==> src/rtl/shade_unit.sv <==
// Two-stage valid/ready shading stage: scales each RGB channel of a hit record by a
// per-face brightness from a runtime-writable table, with saturation on the way out.
module shade_unit #(
    parameter int COLOR_W   = 8,
    parameter int BRIGHT_W  = 4,
    parameter int FRAC_BITS = 2
) (
    input  logic                   clk,
    input  logic                   rst,
    input  logic                   in_valid,
    output logic                   in_ready,
    input  logic                   in_hit,
    input  logic [2:0]             in_face_id,
    input  logic [3*COLOR_W-1:0]   in_color,
    output logic                   out_valid,
    input  logic                   out_ready,
    output logic                   out_hit,
    output logic [3*COLOR_W-1:0]   out_color,
    input  logic                   cfg_we,
    input  logic [2:0]             cfg_addr,
    input  logic [BRIGHT_W-1:0]    cfg_data
);

    localparam int                PROD_W  = COLOR_W + BRIGHT_W;
    localparam logic [PROD_W-1:0] SAT_MAX = PROD_W'((1 << COLOR_W) - 1);

    function automatic logic [BRIGHT_W-1:0] default_bright(input int idx);
        case (idx)
            0, 1:    return BRIGHT_W'(2);
            2:       return BRIGHT_W'(4);
            3:       return BRIGHT_W'(1);
            4, 5:    return BRIGHT_W'(3);
            default: return '0;
        endcase
    endfunction

    function automatic logic [COLOR_W-1:0] shade_chan(input logic [COLOR_W-1:0]  c,
                                                      input logic [BRIGHT_W-1:0] b);
        logic [PROD_W-1:0] p;
        logic [PROD_W-1:0] s;
        p = PROD_W'(c) * PROD_W'(b);
        s = p >> FRAC_BITS;
        return (s > SAT_MAX) ? {COLOR_W{1'b1}} : s[COLOR_W-1:0];
    endfunction

    logic [BRIGHT_W-1:0]  bright_q [8];

    logic                 s1_valid_q, s1_valid_d;
    logic                 s1_hit_q,   s1_hit_d;
    logic [3*COLOR_W-1:0] s1_color_q, s1_color_d;
    logic [BRIGHT_W-1:0]  s1_bright_q, s1_bright_d;
    logic                 s2_valid_q, s2_valid_d;
    logic                 s2_hit_q,   s2_hit_d;
    logic [3*COLOR_W-1:0] s2_color_q, s2_color_d;

    logic                 s1_adv, s2_adv, accept;
    logic [BRIGHT_W-1:0]  lookup_b;
    logic [3*COLOR_W-1:0] shaded;

    // NOTE: the table is reset (not left as plain storage) because its default contents are architectural.
    always_ff @(posedge clk) begin
        if (rst) begin
            for (int i = 0; i < 8; i++) bright_q[i] <= default_bright(i);
        end else if (cfg_we) begin
            bright_q[cfg_addr] <= cfg_data;
        end
    end

    assign s2_adv   = !s2_valid_q || out_ready;
    assign s1_adv   = !s1_valid_q || s2_adv;
    assign in_ready = s1_adv;
    assign accept   = in_valid && s1_adv;

    // Lookup sees the pre-write table, so a same-cycle cfg write only affects later records.
    assign lookup_b = in_hit ? bright_q[in_face_id] : '0;

    always_comb begin
        shaded = '0;
        for (int ch = 0; ch < 3; ch++) begin
            shaded[ch*COLOR_W +: COLOR_W] = shade_chan(s1_color_q[ch*COLOR_W +: COLOR_W], s1_bright_q);
        end
    end

    // NOTE: every next-state signal takes its hold value first, so no path leaves it unassigned (no latch).
    always_comb begin
        s1_valid_d  = s1_valid_q;
        s1_hit_d    = s1_hit_q;
        s1_color_d  = s1_color_q;
        s1_bright_d = s1_bright_q;
        s2_valid_d  = s2_valid_q;
        s2_hit_d    = s2_hit_q;
        s2_color_d  = s2_color_q;
        if (s1_adv) begin
            s1_valid_d = in_valid;
            if (accept) begin
                s1_hit_d    = in_hit;
                s1_color_d  = in_color;
                s1_bright_d = lookup_b;
            end
        end
        if (s2_adv) begin
            s2_valid_d = s1_valid_q;
            if (s1_valid_q) begin
                s2_hit_d   = s1_hit_q;
                s2_color_d = shaded;
            end
        end
    end

    // NOTE: state registers use non-blocking assignment so all stages update from the same pre-edge values.
    always_ff @(posedge clk) begin
        if (rst) begin
            s1_valid_q  <= 1'b0;
            s1_hit_q    <= 1'b0;
            s1_color_q  <= '0;
            s1_bright_q <= '0;
            s2_valid_q  <= 1'b0;
            s2_hit_q    <= 1'b0;
            s2_color_q  <= '0;
        end else begin
            s1_valid_q  <= s1_valid_d;
            s1_hit_q    <= s1_hit_d;
            s1_color_q  <= s1_color_d;
            s1_bright_q <= s1_bright_d;
            s2_valid_q  <= s2_valid_d;
            s2_hit_q    <= s2_hit_d;
            s2_color_q  <= s2_color_d;
        end
    end

    assign out_valid = s2_valid_q;
    assign out_hit   = s2_hit_q;
    assign out_color = s2_color_q;

endmodule

==> config.mk <==
export PLATFORM = sky130hd
export DESIGN_NAME = shade_unit
export DESIGN_NICKNAME = d
export VERILOG_FILES = /design/src/rtl/shade_unit.sv
export SDC_FILE = /design/constraint.sdc
export NUM_CORES = 1
export LEC_CHECK = 0
export BUFFER_PORTS_ARGS = -buffer_cell sky130_fd_sc_hd__buf_2
export CAP_MARGIN = 20
export CORE_MARGIN = 3
export CORE_UTILIZATION = 60
export DETAILED_ROUTE_END_ITERATION = 8
export PLACE_DENSITY = 0.83
export SLEW_MARGIN = 5
export SYNTH_ARGS = -nofsm -noshare
export SYNTH_HDL_FRONTEND = slang
export SYNTH_SLANG_ARGS = --single-unit
==> constraint.sdc <==
create_clock -name clk -period 4.4 [get_ports clk]
set_input_delay 0.66 -clock clk [delete_from_list [all_inputs] [get_ports clk]]
set_output_delay 0.66 -clock clk [all_outputs]
set_load 0.05 [all_outputs]
# Word-level counts from Yosys, hierarchy flattened
# Memories as Yosys holds them, arrays and structs flattened.
# Index checks and enable logic that the tools add are counted.
[word_totals]
latch_bits = 0
rom_bits = 0
n_memories = 1
reg_bits = 56
ramBits = 32
[classes]
muxes = 17
eq_ne = 0
add_sub_neg = 0
order_cmp = 3
mul = 3
n_reduce_logical = 8
bitwise = 0
div_mod_pow = 0
shift = 0
[memory_table]
columns = ["name", "depth", "word_bits", "rd", "rd_clocked_by_memory_dff", "write_ports", "line_no", "text"]
rows = [
  ["bright_q", 8, 4, 1, 0, 8, "46", "logic [BRIGHT_W-1:0] bright_q [8];"],
]
[ops]
columns = ["operator", "count"]
rows = [
  ["multiplier 8 x 4 -> 12 bit", 3],
  ["greater-than comparator 10 x 8 -> 1 bit (second input constant)", 3],
  ["two-way mux 4 bit", 7],
  ["two-way mux 8 bit", 3],
  ["two-way mux 1 bit", 6],
  ["AND reduction 2 bit", 2],
  ["OR reduction 4 bit", 1],
  ["two-way mux 3 bit", 1],
  ["zero test 1 bit", 2],
  ["logical OR 1 bit", 2],
  ["logical AND 1 bit", 1],
]

# Depth between registers and ports, before layout
# Gate-level depths: netlist (run 1).
[depth]
depth_word = 5
ltp_mapped = 13

# Least setup slack after synthesis (run 1)
# Ideal clock, no wire load.
[synth_timing]
path_type = "reg2reg"
from = "register s1_bright_q[3]"
to = "register s2_color_q[8], in the netlist out_color[8]"
arrival_ns = 3.386
required_ns = 4.260
setup_ns = 0.140
slack_ns = 0.874
stages_incl_launch_ff = 14
path_cell_list = "dfxtp_1 > clkbuf_1 > and2_1 > fa_1 > inv_1 > fa_1 > inv_1 > ha_1 > a21o_1 > a21o_1 > a221o_1 > nor4_2 > a41o_4 > a211oi_2"
[synth_between]
elab_chain_len = 3
[synth_lines]
columns = ["item", "line_no", "text"]
rows = [
  ["from (decl)", "51", "logic [BRIGHT_W-1:0] s1_bright_q, s1_bright_d;"],
  ["from (signal assigned)", "124", "s1_bright_q <= s1_bright_d;"],
  ["multiplier 8 x 4 -> 12 bit", "41", "p = PROD_W'(c) * PROD_W'(b);"],
  ["greater-than comparator 10 x 8 -> 1 bit", "43", "return (s > SAT_MAX) ? {COLOR_W{1'b1}} : s[COLOR_W-1:0];"],
  ["two-way mux 8 bit", "43", ""],
  ["to (signal assigned)", "127", "s2_color_q <= s2_color_d;"],
  ["to (decl)", "54", "logic [3*COLOR_W-1:0] s2_color_q, s2_color_d;"],
]
# Every way passes these cells.
# A chain may end at the register's enable or synchronous reset.

# Worst setup path in the final report (run 1)
[layout_timing]
from = "register s1_bright_q[2]"
to = "register s2_color_q[6], in the netlist out_color[6]"
[layout_between]
elab_chain_len = 3
[layout_lines]
columns = ["item", "line_no"]
rows = [
  ["multiplier 8 x 4 -> 12 bit (*)", "41"],
  ["greater-than comparator 10 x 8 -> 1 bit", "43"],
  ["two-way mux 8 bit (*)", "43"],
]
# Every way passes the cells marked *; elsewhere a longest branch is shown, timed or not.

==> results of run 1 <==
metal layers:
metal / wire [um] / vias to the layer above / GRT usage
li1: - / 2379 / -
met2: 6760 / 100 / 0.451
met1: 5730 / 2341 / 0.306
met3: 589 / 17 / 0.0507
met4: 218 / 0 / 0.0775
met5: 0 / - / 0
flip-flops by register name, indices dropped and copies added, names as in the netlist:
| name | flops |
|---|---|
| s1_bright_q | 4 |
| out_hit | 1 |
| out_valid | 1 |
| s1_valid_q | 1 |
| s1_color_q | 24 |
| out_color | 24 |
| bright_q | 32 |
| s1_hit_q | 1 |
layout by cell type, fill, tap and decap left out, types with 4 or more instances in the layout:
cell type / n
dfxtp_1: 56
buf_4: 4
mux4_2: 8
buf_2: 66
and3_1: 6
a21oi_1: 46
a21o_1: 9
or3_1: 7
a211oi_2: 8
mux2i_1: 6
clkbuf_8: 9
xor2_1: 12
xnor2_1: 8
and2_1: 81
ha_1: 45
nand2_1: 91
o21ai_0: 10
edfxtp_1: 32
inv_1: 74
a211oi_1: 19
or2_2: 8
nand2b_1: 10
fa_1: 36
nor2_1: 46
how the worst min path moves through the flow:
stage                        start  endpoint  slack [ps]  cells after the start
final                     s1_hit_q   out_hit         470                      2
after floorplan           s1_hit_q   out_hit         430                      2
after detailed placement  s1_hit_q   out_hit         450                      2
after global placement    s1_hit_q   out_hit         440                      2
after global routing      s1_hit_q   out_hit         480                      2
after CTS                 s1_hit_q   out_hit         470                      2
stage by stage:
stage	util	setup WS (ps)	total power [mW]
3_3_place_gp	0.672	675	1.21
3_5_place_dp	0.672	487	1.22
5_1_grt	0.693	166	1.85
2_1_floorplan	-	874	1.13
6_report	0.693	445	1.76
4_1_cts	0.692	455	1.78
where the power goes:
group          leakage [nW]  internal [mW]  switching (mW)
registers             0.771          0.891          0.0401
logic                  2.31         0.0956           0.174
clock network        0.0909          0.261           0.302
critical path, cell delays in order (launching register included):
cell	delay [ps]
dfxtp_1	830
nand2_1	180
fa_1	530
fa_1	600
inv_1	60
ha_1	300
a211oi_1	250
o21ai_0	150
o21a_1	170
a221oi_1	290
o21a_1	340
a211oi_1	130
cells by family (layout without fill, tap and decap cells):
group,after synthesis,after routing,share of synthesized area
compound gates,111,111,0.120
xor+xnor,20,20,0.0279
fa+ha+maj,81,81,0.205
buf+inv,102,161,0.0614
flops,88,88,0.332
mux,14,14,0.0383
simple gates,268,268,0.215
layout make-up:
class	instances	area (um2)
clock buffers	9	124
clock inverters	7	70.1
fillers	778	3050
inverters	74	278
multi-input cells	494	3800
flip-flops and latches	88	2080
well taps	133	166
repair buffers	71	375
==> reports/qor.csv, run 1 <==
stage,metric,value,unit
synth,#FFs+latches synth,88,
cells_and_area,share of post-route cells with drive strength above 1,0.153,
timing,# setup viols final,0,
timing,final max-slew violation count,0,
clocking,worst skew pair latency,380,ps
cells_and_area,Synth-to-Final Area Change,10.0,%
synth,Synth area leaders,"dfxtp_1 (18%), edfxtp_1 (15%), fa_1 (11%), ha_1 (9.0%), and2_1 (8.1%)",
clocking,hold bufs inserted after CTS,0,
global_route,first-pass GRT wire length,23000,um
synth,Synth Warn #,0,
floorplan,initial core utilization,0.630,
floorplan,die area,11700,um2
setup_path,RR Endpoint,out_color[6],
synth,net count of the mapped netlist,805,
place,RD Place Congestion,0.865,
cells_and_area,"Net count, final",859,
clocking,"CTS clk-pin slew, worst paths",90,ps
timing,Final Skew,11.3,ps
synth,post-synth top area cell,dfxtp_1,
global_route,vias in the first global route,4927,
detailed_routing,final wirelength,13300,um
synth,ys async rst share,0,
cells_and_area,Post-Layout Cell Count,876,
clocking,post-CTS sizing,0,
global_route,GR Util All Layers,0.252,
timing,Final period util,0.899,
timing,worst rel slew slack,0.479,
synth,Cells after Synth,684,
detailed_routing,Final ANT Viol Nets,0,
timing,Worst Max-Slew Pin Slew,780,ps
global_route,pin count of the biggest net entering global routing,45,
floorplan,Die W,108,um
clocking,TritonCTS clock tree,built,
place,Port Buf Inserts,66,
synth,Post-synth top cells,"nand2_1 (91), and2_1 (81), inv_1 (74), dfxtp_1 (56)",
synth,Yosys cell types,48,
floorplan,Rows,36,
timing,unrepaired setup endpoints after global routing,false,
timing,setup TNS,0,ps
floorplan,# IOs,67,
place,number of instances in the placed design,859,
setup_path,Reg2Reg Launch Point,s1_bright_q[2],
global_route,grt total ovfl,0,
setup_path,startpoint types,flop,
setup_path,Crit path required time,4650,ps
synth,most common cell in the netlist,nand2_1,
floorplan,core box area,9950,um2
clocking,# Post-CTS Setup Buffers,0,
synth,Mean Syn Cell Area,9.17,um2
timing,hold slack,466,ps
place,DP HPWL,10200,um
global_route,antenna violations before repair,0,
place,placed cell area,6690,um2
setup_path,reg2reg setup slack,440,ps
setup_path,critical path peak fanout,25,
detailed_routing,Via density,5.52,
floorplan,die height,108,um
clocking,Root Buffer,clkbuf_8,
clocking,H-tree depth,3,
clocking,clk buf depth,2,
synth,"Seq/Total Area, Yosys",0.332,
job,Max-Cap Viols,0,
min_path,worst hold path class,flop to flop,
timing,Final Hold Vio Count,0,
synth,post-synth top area share,0.179,
cells_and_area,post-route cell area,6900,um2
timing,Fmax,253,MHz
setup_path,Critical Path End Type,flop,
detailed_routing,vias,4837,
clocking,CTS Buf Count,9,
clocking,clock tree sinks,88,
detailed_routing,DRT iter0 DRCs,229,
setup_path,CP arrival,4210,ps
setup_path,Worst Reg-to-Reg Cells,11,
detailed_routing,first drt pass iteration count,5,
power_and_ir_drop,power per cell area,256,nW/um2
detailed_routing,drt wl/cell,15.2,um
detailed_routing,DRC violations left,0,
cells_and_area,ant diodes,0,
setup_path,CP startpoint,s1_bright_q[2],
synth,Post-Syn Area,6270,um2
synth,"Top FF cell, synth",dfxtp_1,
power_and_ir_drop,Leakage,3.17,nW
synth,Post-synth EDFFs,32,
status,status,"complete, no violations",
setup_path,kind of critical path,flop to flop,
setup_path,CP endpoint,out_color[6],
timing,Tmin final,3960,ps
power_and_ir_drop,Max VDD drop,0.000266,V
No activity file was read; power rests on OpenSTA's default activity.
==> inputs of run 2 (changes only) <==
--- a/config.mk
+++ b/config.mk
@@ -5,12 +5,13 @@
 export SDC_FILE = /design/constraint.sdc
 export NUM_CORES = 1
 export LEC_CHECK = 0
+export ABC_AREA = 1
 export BUFFER_PORTS_ARGS = -buffer_cell sky130_fd_sc_hd__buf_2
 export CAP_MARGIN = 20
 export CORE_MARGIN = 3
-export CORE_UTILIZATION = 60
+export CORE_UTILIZATION = 61
 export DETAILED_ROUTE_END_ITERATION = 8
-export PLACE_DENSITY = 0.83
+export PLACE_DENSITY = 0.84
 export SLEW_MARGIN = 5
 export SYNTH_ARGS = -nofsm -noshare
 export SYNTH_HDL_FRONTEND = slang
==> reports/qor.csv, run 2 <==
stage,metric,value,unit,change
cells_and_area,most frequent cells in the layout,"nand2_1 (232), inv_1 (214), nor2_1 (191)",,
floorplan,Die W,113,um,+4.2%
synth,ys async rst share,0,,unchanged
global_route,grt total ovfl,0,,unchanged
synth,Yosys cell types,28,,-42%
timing,setup ws final,872,ps,+427 ps
timing,Final period util,0.802,,-0.0971
synth,post-synth top area share,0.161,,-0.0176
clocking,worst skew pair latency,350,ps,-30 ps
synth,#FFs+latches synth,88,,unchanged
synth,Post-synth EDFFs,32,,unchanged
timing,final max-slew violation count,0,,unchanged
clocking,clk buf depth,2,,unchanged
place,DP HPWL,11200,um,+9.8%
global_route,antenna violations before repair,0,,unchanged
synth,Post-synth top cells,"nand2_1 (232), inv_1 (214), nor2_1 (191), dfxtp_1 (56), nand3_1 (47)",,
global_route,GR Util All Layers,0.245,,-0.00713
power_and_ir_drop,Max VDD drop,0.000321,V,+21%
clocking,H-tree depth,3,,unchanged
clocking,post-CTS sizing,0,,unchanged
cells_and_area,"Net count, final",1186,,+38%
setup_path,crit-path cells,"nand2_1, fa_1, fa_1, fa_1, inv_1, nand3_1, nand2_1, nand2_1, nand3_1, nand2_1, inv_2, nand3_1, nand2_1, inv_1",,
timing,Fmax,283,MHz,+12%
min_path,worst hold path class,flop to flop,,
timing,Worst Max-Slew Pin Slew,894,ps,+114 ps
place,pre-CTS setup slack,915,ps,+428 ps
synth,post-synth top area cell,dfxtp_1,,
setup_path,CP dominant cell by count,nand2_1,,
global_route,first-pass GRT wire length,26000,um,+13%
detailed_routing,DRT iter0 DRCs,458,,+100%
cells_and_area,final core occ,0.692,,-0.00112
timing,Final Hold Vio Count,0,,unchanged
synth,"Seq/Total Area, Yosys",0.299,,-0.0327
clocking,clock tree sinks,88,,unchanged
detailed_routing,vias,6112,,+26%
detailed_routing,Via density,5.05,,-8.5%
detailed_routing,drt wl/cell,12.1,um,-20%
clocking,"CTS clk-pin slew, worst paths",70,ps,-20 ps
timing,worst rel slew slack,0.403,,-0.0760
synth,Synth Warn #,0,,unchanged
synth,Post-Syn Area,6960,um2,+11%
clocking,CTS Buf Count,9,,unchanged
clocking,TritonCTS clock tree,built,,
cells_and_area,Synth-to-Final Area Change,9.24,%,
timing,hold slack,491,ps,+25.6 ps
floorplan,die height,113,um,+4.2%
clocking,hold bufs inserted after CTS,0,,unchanged
power_and_ir_drop,Leakage,4.44,nW,+40%
timing,setup TNS,0,ps,unchanged
detailed_routing,DRC violations left,0,,unchanged
setup_path,startpoint types,flop,,
detailed_routing,final wirelength,14700,um,+10%
setup_path,Crit path largest cell delay,910,ps,+80 ps
global_route,vias in the first global route,5839,,+19%
job,Max-Cap Viols,0,,unchanged
cells_and_area,Post-Layout Cell Count,1210,,+38%
setup_path,slowest CP cell,dfxtp_1,,
detailed_routing,Final ANT Viol Nets,0,,unchanged
global_route,pin count of the biggest net entering global routing,35,,-22%
place,Port Buf Inserts,66,,unchanged
cells_and_area,ant diodes,0,,unchanged
place,RD Place Congestion,0.837,,-3.2%
timing,Tmin final,3530,ps,-427 ps
synth,Synth area leaders,"dfxtp_1 (16%), edfxtp_1 (14%), nand2_1 (13%), inv_1 (12%), fa_1 (10%)",,
synth,net count of the mapped netlist,1138,,+41%
floorplan,Rows,38,,+5.6%
cells_and_area,Seq. cell area,2080,um2,unchanged
setup_path,kind of critical path,flop to flop,,
clocking,Root Buffer,clkbuf_16,,
timing,# setup viols final,0,,unchanged
synth,Cells after Synth,1017,,+49%
clocking,# Post-CTS Setup Buffers,0,,unchanged
timing,Final Skew,6.85,ps,-4.49 ps
cells_and_area,area of the multi-input gates,3870,um2,+1.6%
synth,"Top FF cell, synth",dfxtp_1,,
status,status,"complete, no violations",,
synth,most common cell in the netlist,nand2_1,,
setup_path,CP arrival,3780,ps,-430 ps
cells_and_area,filler cell count,931,,+20%
detailed_routing,first drt pass iteration count,5,,unchanged
floorplan,# IOs,67,,unchanged
floorplan,core box area,11000,um2,+10%
place,number of instances in the placed design,1194,,+39%
floorplan,die area,12700,um2,+8.6%
synth,Mean Syn Cell Area,6.84,um2,-25%
floorplan,initial core utilization,0.634,,+0.00343
cells_and_area,Biggest register,bright_q,,
power_and_ir_drop,power per cell area,267,nW/um2,+4.6%
setup_path,Critical Path End Type,flop,,
setup_path,critical path peak fanout,25,,unchanged
timing,unrepaired setup endpoints after global routing,false,,
cells_and_area,"most common cell after layout, fill and taps aside",nand2_1,,
cells_and_area,max reg flops,32,,unchanged
cells_and_area,share of post-route cells with drive strength above 1,0.116,,-0.0375
setup_path,Crit path required time,4650,ps,about the same
-- run 2: cell count changes after synthesis, moves of 11 or more --
cell / change
nor2_1: +145
nand2_1: +141
inv_1: +140
and2_1: -81
nand3_1: +45
o21ai_0: +31
a211oi_1: -19
a21oi_1: -19
nand2_2: +14
inv_2: +11
-- run 2: per-layer routing --
| metal | wire length (um) | vias up | part of all wire | track usage |
|---|---|---|---|---|
| met3 | 735 | 18 | 0.050 | 0.0465 |
| met1 | 6570 | 2775 | 0.45 | 0.322 |
| met2 | 7180 | 167 | 0.49 | 0.419 |
| li1 | - | 3152 | - | - |
| met5 | 0 | - | 0 | 0 |
| met4 | 174 | 0 | 0.012 | 0.0577 |
-- run 2: kinds of logic after synthesis --
group / count (synthesis) / synth area share
AND/OR/NAND/NOR: 502 / 0.298
buffers and inverters: 255 / 0.145
flip-flops: 88 / 0.299
AO/OA/AOI/OAI: 84 / 0.0644
adder cells (fa/ha/maj): 81 / 0.184
XOR/XNOR: 7 / 0.00881
-- run 2: worst max-delay path, delay by kind of cell (launching register included) --
family,cells,cell delay [ps]
simple gates,8,720
buf+inv,3,210
fa+ha+maj,3,1570
flops,1,910
-- run 2: path summary, 6_finish.rpt --
kind,start,end,slack (ps),cells past startpoint
worst max register to register,s1_bright_q[3],out_color[3],870,14
worst max-delay path,s1_bright_q[3],out_color[3],870,14
worst min-delay path,s1_hit_q,s1_hit_q,490,2
worst min register to register,s1_hit_q,s1_hit_q,490,2
-- run 2: stage by stage --
stage	power, mW	instance area [um2]
after floorplan	1.20	6960
final	2.03	7600
after CTS	2.05	7600
after global placement	1.27	7310
after global routing	2.13	7600
after detailed placement	1.28	7310
-- run 2: report_power, final --
part	internal, mW	switching [mW]	leakage (nW)
Clock	0.439	0.326	0.140
Sequential	0.897	0.0455	0.773
Combinational	0.102	0.223	3.53
-- run 2: area by class of cell --
class / count / share of cell area
Clock buffer: 9 / 0.0296
Clock inverter: 7 / 0.00905
Inverter: 225 / 0.111
Multi-Input combinational cell: 674 / 0.509
Sequential cell: 88 / 0.274
Tap cell: 140 / 0.0230
Timing Repair Buffer: 67 / 0.0444
==> inputs of run 3 (changes only) <==
==> constraint.sdc (replaced) <==
create_clock -name clk -period 3.39 [get_ports clk]
set_input_delay 0.5085 -clock clk [delete_from_list [all_inputs] [get_ports clk]]
set_output_delay 0.5085 -clock clk [all_outputs]
set_load 0.05 [all_outputs]
==> reports/qor.csv, run 3 (same netlist as run 2, synthesis figures left out) <==
stage,metric,value,unit,change
power_and_ir_drop,Comb power frac,0.168,,+0.008
global_route,GR Util All Layers,0.235,,-0.00929
status,status,"complete, no violations",,
power_and_ir_drop,register share of total power,0.470,,+0.007
power_and_ir_drop,switch share,0.302,,+0.00940
place,RD Place Congestion,0.872,,+4.1%
clocking,CTS Buf Count,9,,unchanged
timing,Worst Max-Slew Pin Slew,696,ps,-198 ps
cells_and_area,Synth-to-Final Area Change,10.3,%,
floorplan,die area,12700,um2,unchanged
detailed_routing,final wirelength,14400,um,-1.8%
detailed_routing,Via density,4.91,,-2.7%
clocking,"CTS clk-pin slew, worst paths",70,ps,about the same
detailed_routing,DRC violations left,0,,unchanged
global_route,pin count of the biggest net entering global routing,35,,unchanged
timing,final max-slew violation count,0,,unchanged
clocking,clock tree sinks,88,,unchanged
cells_and_area,area of the multi-input gates,3890,um2,+0.71%
setup_path,critical path peak fanout,13,,-48%
power_and_ir_drop,Internal Dissipation,1.81,mW,+26%
setup_path,slowest CP cell,fa_1,,
timing,Final Hold Vio Count,0,,unchanged
detailed_routing,first drt pass iteration count,5,,unchanged
timing,unrepaired setup endpoints after global routing,false,,
setup_path,Crit path largest cell delay,540,ps,-370 ps
setup_path,CP dominant cell by count,nand2_1,,
place,Port Buf Inserts,66,,unchanged
power_and_ir_drop,share of total power in the clock network,0.362,,-0.015
setup_path,crit-path cells,"buf_4, nand2_1, inv_1, fa_1, inv_1, fa_1, inv_1, ha_1, nand2_1, nand2_1, a21oi_1, nand2_1, nand2_1, nand2_1, inv_2, nand3_1, nand2_1, inv_1",,
clocking,H-tree depth,3,,unchanged
power_and_ir_drop,Tot Pwr,2.59,mW,+27%
cells_and_area,ant diodes,0,,unchanged
cells_and_area,share of post-route cells with drive strength above 1,0.131,,+0.0150
cells_and_area,Biggest register,bright_q,,
setup_path,reg2reg setup slack,220,ps,-650 ps
cells_and_area,Seq. cell area,2090,um2,+0.30%
floorplan,Die W,113,um,unchanged
place,DP HPWL,11100,um,-0.52%
detailed_routing,Final ANT Viol Nets,0,,unchanged
power_and_ir_drop,Max VDD drop,0.000448,V,+39%
setup_path,Critical Path End Type,flop,,
timing,Final Skew,7.73,ps,+0.882 ps
global_route,vias in the first global route,5554,,-4.9%
detailed_routing,drt wl/cell,11.8,um,-2.3%
clocking,worst skew pair latency,350,ps,about the same
timing,Fmax,315,MHz,+11%
timing,setup TNS,0,ps,unchanged
setup_path,kind of critical path,flop to flop,,
setup_path,CP arrival,3420,ps,-360 ps
clocking,TritonCTS clock tree,built,,
timing,worst rel slew slack,0.535,,+0.132
timing,Tmin final,3170,ps,-358 ps
floorplan,initial core utilization,0.634,,unchanged
min_path,worst hold path class,primary input to flop,,
detailed_routing,vias,5979,,-2.2%
global_route,first-pass GRT wire length,24800,um,-4.3%
cells_and_area,max reg flops,32,,unchanged
detailed_routing,DRT iter0 DRCs,534,,+17%
power_and_ir_drop,power per cell area,337,nW/um2,+26%
floorplan,core box area,11000,um2,unchanged
floorplan,# IOs,67,,unchanged
floorplan,die height,113,um,unchanged
cells_and_area,most frequent cells in the layout,"nand2_1 (231), inv_1 (214), nor2_1 (191)",,
clocking,clk buf depth,2,,unchanged
global_route,grt total ovfl,0,,unchanged
timing,# setup viols final,0,,unchanged
job,Max-Cap Viols,0,,unchanged
cells_and_area,filler cell count,923,,-0.86%
cells_and_area,"most common cell after layout, fill and taps aside",nand2_1,,
power_and_ir_drop,Leakage,4.46,nW,+0.57%
setup_path,startpoint types,flop,,
timing,Final period util,0.935,,+0.133
floorplan,Rows,38,,unchanged
setup_path,Crit path required time,3640,ps,-1010 ps
global_route,antenna violations before repair,0,,unchanged
clocking,Root Buffer,clkbuf_16,,
power_and_ir_drop,switching power,0.782,mW,+31%
cells_and_area,"Net count, final",1193,,+0.59%
clocking,# Post-CTS Setup Buffers,0,,unchanged
==> run 3: cell count changes in the layout (fill, tap and decap cells not counted), sizes merged <==
cell / delta
buf: +7
bufinv: -1
clkinv: +1
==> run 3: final timing paths <==
kind / start / to / depth (start not counted)
hold / removal: in_color[7] / s1_color_q[7] / 3
setup / recovery: s1_bright_q[3] / out_color[21] / 18
hold reg to reg: s1_bright_q[0] / s1_bright_q[0] / 2
setup reg to reg: s1_bright_q[3] / out_color[21] / 18
==> run 3: power by group through the flow <==
| stage | Sequential [mW] | Combinational (mW) | Clock [mW] |
|---|---|---|---|
| floorplan | 1.30 | 0.260 | 0 |
| global placement | 1.24 | 0.419 | 0 |
| detailed placement | 1.24 | 0.429 | 0 |
| CTS | 1.22 | 0.433 | 0.950 |
| global route | 1.22 | 0.492 | 0.996 |
| finish | 1.22 | 0.435 | 0.937 |
==> run 3: cell type report <==
| type | instances | area share |
|---|---|---|
| Timing Repair Buffer | 74 | 0.0509 |
| Clock inverter | 7 | 0.00717 |
| Sequential cell | 88 | 0.272 |
| Multi-Input combinational cell | 674 | 0.508 |
| Clock buffer | 9 | 0.0293 |
| Inverter | 225 | 0.110 |
| Tap cell | 140 | 0.0228 |
==> run 3: timing repair <==
item,4_1_cts,5_1_grt
hold buffers,0,0
resized for setup,0,10
setup endpoints to repair,0,24
==> run 3: worst max-delay path, delay by kind of cell, from the launching register on <==
kind | cells | cell delay (ps)
flops | 1 | 400
simple gates | 8 | 570
buf+inv | 6 | 510
compound gates | 1 | 180
fa+ha+maj | 3 | 1420
==> run 3: through the flow <==
stage,setup WS [ps],std cells,hold slack (ps),area (um2),utilization
floorplan,246,1017,441,6960,-
global placement,204,1201,453,7360,0.670
detailed placement,106,1201,458,7360,0.670
CTS,55.8,1217,404,7640,0.696
global route,11.9,1217,428,7670,0.699
finish,220,1217,411,7670,0.699
==> run 3: layer usage <==
metal,part of all wire,GRT usage
met5,0,0
met4,0.018,0.0713
met3,0.051,0.0460
met2,0.47,0.387
met1,0.46,0.316
